$ cat src/rtl/arcade_cfg_loader_if.sv
// arcade_cfg_loader_if: hps_io ioctl download stream
interface arcade_cfg_loader_if #(parameter int ADDR_W = 25);
  logic              ioctl_download;
  logic              ioctl_wr;
  logic [7:0]        ioctl_index;
  logic [ADDR_W-1:0] ioctl_addr;
  logic [7:0]        ioctl_dout;
  modport master (output ioctl_download, ioctl_wr, ioctl_index, ioctl_addr, ioctl_dout);
  modport slave  (input  ioctl_download, ioctl_wr, ioctl_index, ioctl_addr, ioctl_dout);
endinterface

$ cat src/rtl/arcade_cfg_loader.sv
// arcade_cfg_loader: captures mod byte and DIP bank from ioctl, sequences core reset
module arcade_cfg_loader #(
  parameter int DIP_BYTES   = 8,
  parameter int NUM_MODS    = 32,
  parameter int MOD_INDEX   = 1,
  parameter int DIP_INDEX   = 254,
  parameter int ROM_INDEX   = 0,
  parameter int HOLD_CYCLES = 256,
  parameter int ADDR_W      = 25
) (
  input  logic                   clk_sys,
  input  logic                   reset_n,
  arcade_cfg_loader_if.slave     io,
  output logic [8*DIP_BYTES-1:0] dip_bank,
  output logic                   dip_valid,
  output logic [7:0]             mod_id,
  output logic [NUM_MODS-1:0]    mod_onehot,
  output logic                   mod_valid,
  output logic                   core_reset,
  output logic                   cfg_changed
);
  localparam int CW = $clog2(HOLD_CYCLES + 1);
  localparam logic [CW-1:0] HOLD_INIT = CW'(HOLD_CYCLES - 1);
  typedef enum logic [1:0] {RUN, LOAD, HOLD} state_t;
  state_t        state;
  logic [CW-1:0] cnt;
  logic          dl_prev, dip_seen, mod_seen;
  logic [7:0]    idx_prev;
  logic          accept, mod_wr, dip_wr, rise, fall, load_rise, mod_chg, mod_in_range;
  assign accept       = io.ioctl_wr & io.ioctl_download;
  assign mod_wr       = accept && io.ioctl_index == 8'(MOD_INDEX) && io.ioctl_addr == '0;
  assign dip_wr       = accept && io.ioctl_index == 8'(DIP_INDEX) && io.ioctl_addr < ADDR_W'(DIP_BYTES);
  assign rise         = io.ioctl_download & ~dl_prev;
  assign fall         = ~io.ioctl_download & dl_prev;
  assign load_rise    = rise && (io.ioctl_index == 8'(ROM_INDEX) || io.ioctl_index == 8'(MOD_INDEX));
  assign mod_chg      = mod_wr && io.ioctl_dout != mod_id;
  assign mod_in_range = {24'd0, mod_id} < 32'(NUM_MODS);
  // download edge history; index kept alongside so a fall knows which download ended
  always_ff @(posedge clk_sys) begin
    if (!reset_n) begin
      dl_prev  <= 1'b0;
      idx_prev <= 8'd0;
    end else begin
      dl_prev  <= io.ioctl_download;
      idx_prev <= io.ioctl_index;
    end
  end
  // DIP bytes land by address; valid once a download that wrote something ends
  always_ff @(posedge clk_sys) begin
    if (!reset_n) begin
      dip_bank  <= '0;
      dip_seen  <= 1'b0;
      dip_valid <= 1'b0;
    end else begin
      if (rise) dip_seen <= 1'b0;
      if (dip_wr) dip_seen <= 1'b1;
      if (fall && idx_prev == 8'(DIP_INDEX) && dip_seen) dip_valid <= 1'b1;
      for (int k = 0; k < DIP_BYTES; k++)
        if (dip_wr && io.ioctl_addr == ADDR_W'(k)) dip_bank[8*k +: 8] <= io.ioctl_dout;
    end
  end
  // mod byte capture, then a second stage decodes it so the decode never sees a half-written value
  always_ff @(posedge clk_sys) begin
    if (!reset_n) begin
      mod_id     <= 8'd0;
      mod_seen   <= 1'b0;
      mod_onehot <= NUM_MODS'(1);
      mod_valid  <= 1'b0;
    end else begin
      if (mod_wr) begin
        mod_id   <= io.ioctl_dout;
        mod_seen <= 1'b1;
      end
      mod_onehot <= mod_in_range ? NUM_MODS'(1) << mod_id : '0;
      mod_valid  <= mod_seen & mod_in_range;
    end
  end
  // reset sequencer: hold the core in reset during ROM/mod loads and for a hold-off afterwards
  always_ff @(posedge clk_sys) begin
    if (!reset_n) begin
      state       <= HOLD;
      cnt         <= HOLD_INIT;
      core_reset  <= 1'b1;
      cfg_changed <= 1'b0;
    end else begin
      cfg_changed <= 1'b0;
      case (state)
        RUN:
          if (load_rise) begin
            state      <= LOAD;
            core_reset <= 1'b1;
          end else if (mod_chg) begin
            state      <= HOLD;
            cnt        <= HOLD_INIT;
            core_reset <= 1'b1;
          end
        LOAD:
          if (fall) begin
            state <= HOLD;
            cnt   <= HOLD_INIT;
          end
        HOLD:
          if (load_rise) state <= LOAD;
          else if (mod_chg) cnt <= HOLD_INIT;
          else if (cnt == '0) begin
            state       <= RUN;
            core_reset  <= 1'b0;
            cfg_changed <= 1'b1;
          end else cnt <= cnt - 1'b1;
        default: begin
          state      <= HOLD;
          cnt        <= HOLD_INIT;
          core_reset <= 1'b1;
        end
      endcase
    end
  end
endmodule

$ cat src/flat_wrapper.sv
// flat-port wrapper written by rule: the top's interface ports become plain ports
module arcade_cfg_loader_flat 
#(
  parameter int DIP_BYTES   = 8,
  parameter int NUM_MODS    = 32,
  parameter int MOD_INDEX   = 1,
  parameter int DIP_INDEX   = 254,
  parameter int ROM_INDEX   = 0,
  parameter int HOLD_CYCLES = 256,
  parameter int ADDR_W      = 25
)
  (clk_sys, reset_n, dip_bank, dip_valid, mod_id, mod_onehot, mod_valid, core_reset, cfg_changed, io_ioctl_download, io_ioctl_wr, io_ioctl_index, io_ioctl_addr, io_ioctl_dout);
  arcade_cfg_loader_if #(.ADDR_W(ADDR_W)) io_i ();
  input  logic clk_sys;
  input  logic reset_n;
  output logic [8*DIP_BYTES-1:0] dip_bank;
  output logic dip_valid;
  output logic [7:0] mod_id;
  output logic [NUM_MODS-1:0] mod_onehot;
  output logic mod_valid;
  output logic core_reset;
  output logic cfg_changed;
  input wire logic [$bits(io_i.ioctl_download)-1:0] io_ioctl_download;
  input wire logic [$bits(io_i.ioctl_wr)-1:0] io_ioctl_wr;
  input wire logic [$bits(io_i.ioctl_index)-1:0] io_ioctl_index;
  input wire logic [$bits(io_i.ioctl_addr)-1:0] io_ioctl_addr;
  input wire logic [$bits(io_i.ioctl_dout)-1:0] io_ioctl_dout;
  assign io_i.ioctl_download = io_ioctl_download;
  assign io_i.ioctl_wr = io_ioctl_wr;
  assign io_i.ioctl_index = io_ioctl_index;
  assign io_i.ioctl_addr = io_ioctl_addr;
  assign io_i.ioctl_dout = io_ioctl_dout;
  arcade_cfg_loader #(.DIP_BYTES(DIP_BYTES), .NUM_MODS(NUM_MODS), .MOD_INDEX(MOD_INDEX), .DIP_INDEX(DIP_INDEX), .ROM_INDEX(ROM_INDEX), .HOLD_CYCLES(HOLD_CYCLES), .ADDR_W(ADDR_W)) u_core (.clk_sys(clk_sys), .reset_n(reset_n), .io(io_i), .dip_bank(dip_bank), .dip_valid(dip_valid), .mod_id(mod_id), .mod_onehot(mod_onehot), .mod_valid(mod_valid), .core_reset(core_reset), .cfg_changed(cfg_changed));
endmodule
$ cat config.mk
export PLATFORM = sky130hd
export DESIGN_NAME = arcade_cfg_loader_flat
export DESIGN_NICKNAME = d
export VERILOG_FILES = /design/src/rtl/arcade_cfg_loader_if.sv /design/src/rtl/arcade_cfg_loader.sv /design/src/flat_wrapper.sv
export SDC_FILE = /design/constraint.sdc
export NUM_CORES = 1
export LEC_CHECK = 0
export ABC_AREA = 1
export BUFFER_PORTS_ARGS = -buffer_cell sky130_fd_sc_hd__clkbuf_2
export CORE_MARGIN = 2
export CORE_UTILIZATION = 47
export CTS_CLUSTER_DIAMETER = 100
export DETAILED_ROUTE_END_ITERATION = 8
export GPL_TIMING_DRIVEN = 0
export PLACE_DENSITY = 0.77
export SETUP_SLACK_MARGIN = 0.3
export SYNTH_ARGS = -nofsm -noshare
export SYNTH_HDL_FRONTEND = slang
export SYNTH_SLANG_ARGS = --single-unit
$ cat constraint.sdc
create_clock -name clk_sys -period 1.5 [get_ports clk_sys]
set_clock_uncertainty 0.1 [all_clocks]
set_input_delay 0.15 -clock clk_sys [delete_from_list [all_inputs] [get_ports clk_sys]]
set_output_delay 0.15 -clock clk_sys [all_outputs]
set_load 0.005 [all_outputs]
==> metrics.md <==
| Metric | Value |
|---|---|
| Status | finished, violations left |
| Failing checks | negative setup slack |
| Pwr Density | 838 nW/um^2 |
| CTS Buffer Depth | 2 |
| Top Family by Delay on Critical Path | simple AND/OR/NAND/NOR gates |
| WHS Path Cells | 3 |
| DR WL/cell | 21.2 um |
| Final hold vios | 0 |
| Drt total wl | 25.2 mm |
| Synthesis-to-layout area growth | 81.3% |
| Via/cell ratio | 5.86 |
| Critical path class | flip-flop to flip-flop |
| Synthesized instance count | 734 |
| Leakage power | 4.54 nW |
| Die area | 12900 um^2 |
| DRC errors left | 0 |
| Critical-path cell list | inv_1 -> nor2_1 -> buf_1 -> nand3b_1 -> nand3_4 -> nand3_2 |
| Worst vdd ir | 846 uV |
| Worst skew pair latency | 0.44 ns |
| Syn avg cell area | 7.69 um^2 |
| Gpl congestion | 0.840 |
| Initial antenna violation count | 0 |
| Yosys warnings | 0 |
| FF-to-FF End | u_core.cnt[6] |
| Final worst-path cycle share | 123% |
| Starting density of the core | 47.6% |
| Core ar. | 11900 um^2 |
| CTS tree | built |
| Final antenna-violating net count | 0 |
| First DRT Iteration DRCs | 731 |
| First-pass GRT wire length | 30.8 mm |
| Clock-pin slew on the worst setup and hold paths | 0.06 ns |
| Antenna cells | 0 |
| Number of fill cells | 534 |
| HP Start | io_ioctl_dout[3] |
| Mapped Nets | 780 |
| Post-Layout Cell Count | 1187 |
| Hold Path End | u_core.mod_id[3] |
| Setup crit end kind | flip-flop |
| Worst-path fanout max | 10 |
| CP max stage delay | 0.46 ns |
| CTS HTree Levels | 4 |
| Reg2Reg Setup Slack | -0.34 ns |
| RSZ-0062 raised after global routing | yes |
| Largest net degree at the start of global routing | 17 |
| Fmax | 0.544 GHz |
| Worst Max-Slew Pin Slew | 0.639 ns |
| DP HPWL | 10.8 mm |
| GR Util All Layers | 30.7% |
| Hold Path Class | primary input to flip-flop |
| Inst Count DP | 1033 |
| Nets | 1073 |
| Final worst slack | -0.339 ns |
| Power, Total | 8.57 mW |
| Crit path arrival time | 2.06 ns |
| Reg2reg start | u_core.state[1] |
| Flops & latches, synth | 130 |
| Root Buffer | clkbuf_16 |
| Distinct cells, synth | 37 |
| Cell Area, Synth | 5650 um^2 |
| Slowest CP cell | buf_1 |
| Setup violations, final | 28 |
| Number of buffers and inverters on the critical path | 2 |
| Setup_tns | -4.45 ns |
| Width of the die | 114 um |
| Grt total ovfl | 0 |
| CP startpoint kind | flip-flop |
| Die Y | 114 um |
| CP required | 1.72 ns |
| Proportion of layout cells with a drive suffix above 1 | 57.8% |
| Via count | 6953 |
| Pins Over Slew Limit | 0 |
| IO Pins | 153 |
| Slew HR | 57.2% |
| Max-cap viol count | 0 |
| Register area share after synthesis | 46.1% |
| CTS buffer count | 17 |
| Rows | 40 |
| Crit path time final | 1.84 ns |
| Port Buffer Count | 152 |
| Pre-CTS setup slack | -0.495 ns |
| Clock sink total | 130 |
| Drt first pass iters | 5 |
| Vias in the first global route | 6121 |
| Post-Route Utilization | 86.3% |
| FF-to-FF path depth | 6 |
## cell usage after synthesis
library cell	instances	area, um^2
nand2_4	2	22.5
nor4b_1	1	8.76
a21oi_1	65	325
nand3_1	103	515
nor3_1	37	185
clkinv_1	9	33.8
nand2_2	2	12.5
o21ai_1	1	5.00
nor2_8	1	20.0
dfxtp_1	130	2600
clkbuf_1	15	56.3
ha_1	1	12.5
nand3b_1	4	30.0
a211oi_1	3	22.5
buf_2	3	15.0
nand3_2	2	20.0
nor2_2	5	31.3
nor2_1	108	405
a21oi_4	1	16.3
xnor2_1	5	43.8
o21ai_2	4	35.0
nand3_4	2	35.0
nand4_1	12	75.1
inv_2	3	11.3
buf_4	18	135
inv_1	40	150
o21ai_0	2	10.0
nor4_4	7	149
or2_1	1	6.26
nand2_1	126	473
buf_6	4	45.0
and2_4	1	8.76
or2_2	1	6.26
buf_1	3	11.3
nor2_4	2	22.5
a21oi_2	6	52.6
xor2_1	4	35.0
## tightest hold or removal path, stage by stage
cell and delay [ns]:
clkbuf_2 0.17, o21ai_2 0.10, a21oi_2 0.10
## where the power goes
group | internal [mW] | total, mW | switching, mW | leakage (nW)
sequential | 3.46 | 3.48 | 0.0146 | 1.06
combinational | 0.240 | 0.622 | 0.382 | 3.17
clock | 2.82 | 4.47 | 1.65 | 0.304
## repair_timing
action | 4_1_cts | 5_1_grt
gates resized for setup | 116 | 210
setup endpoints to repair | 124 | 136
endpoints found under the hold margin | 14 | 0
hold buffers | 13 | 0
buffers inserted | 52 | 36
cloned | 9 | 12
pin swaps | 50 | 109
## cell families after synthesis
logic type,Yosys count,synth area share [%]
compound gates,82,8.27
xor+xnor,9,1.40
fa+ha+maj,1,0.222
buf+inv,95,8.11
flops,130,46.1
simple gates,417,35.9
## final cells by class
class | instances | area, um^2 | area share, %
Tap cell | 147 | 184 | 1.80
Buffer | 43 | 543 | 5.31
Multi-Input combinational cell | 510 | 3740 | 36.6
Clock inverter | 13 | 183 | 1.79
Clock buffer | 19 | 443 | 4.33
Timing Repair Buffer | 273 | 2220 | 21.7
Inverter | 52 | 268 | 2.62
Sequential cell | 130 | 2650 | 25.9
## metal layers
layer | up-vias | wire length [um] | track usage (%)
met4 | 0 | 1680 | 15.2
met3 | 148 | 1900 | 8.40
li1 | 3020 | - | -
met2 | 474 | 12900 | 54.3
met1 | 3311 | 8760 | 34.0
met5 | - | 0 | 0
## layout by cell type, fill, tap and decap left out, types with 7 or more instances in the layout
| cell type | instances |
|---|---|
| buf_6 | 53 |
| nand3_1 | 30 |
| buf_12 | 10 |
| a21oi_2 | 43 |
| dfxtp_1 | 109 |
| nor2_4 | 19 |
| nand2_2 | 23 |
| dlygate4sd3_1 | 13 |
| clkbuf_2 | 140 |
| nor3_2 | 20 |
| nor2_2 | 9 |
| nor2_1 | 87 |
| nor3_4 | 14 |
| a21oi_1 | 25 |
| inv_1 | 27 |
| clkinv_1 | 7 |
| inv_4 | 7 |
| nor4_4 | 7 |
| dfxtp_4 | 7 |
| dfxtp_2 | 14 |
| buf_8 | 15 |
| nand4_1 | 12 |
| nand2_1 | 100 |
| nand3_4 | 10 |
| clkbuf_16 | 30 |
| nand3_2 | 68 |
| buf_4 | 54 |
## sequential cells by signal (all words and copies together) (netlist names)
name,cells
u_core.core_reset,1
u_core.state,2
u_core.mod_valid,1
u_core.mod_seen,1
u_core.cfg_changed,1
u_core.mod_onehot,32
u_core.cnt,9
u_core.idx_prev,8
u_core.dl_prev,1
u_core.dip_bank,64
u_core.dip_seen,1
u_core.mod_id,8
u_core.dip_valid,1
## worst max-delay path by stage
stage | start | endpoint | slack [ns] | depth (start not counted)
2_1_floorplan | io_ioctl_addr[21] | u_core.mod_id[3] | -0.09 | 11
3_3_place_gp | io_ioctl_dout[5] | u_core.cnt[7] | -0.45 | 13
3_5_place_dp | io_ioctl_dout[5] | u_core.cnt[5] | -0.49 | 13
4_1_cts | u_core.mod_id[3] | u_core.cnt[0] | -0.11 | 11
5_1_grt | u_core.state[1] | u_core.cnt[6] | -0.37 | 6
6_report | u_core.state[1] | u_core.cnt[6] | -0.34 | 6
## per-stage QoR
step	hold slack, ns	instance area [um^2]
5_1_grt	0.0319	10200
3_5_place_dp	0.268	7110
4_1_cts	-0.0510	8900
2_1_floorplan	0.143	6170
3_3_place_gp	0.266	7110
6_report	0.0143	10200
Power figures use the tool's default switching activity.
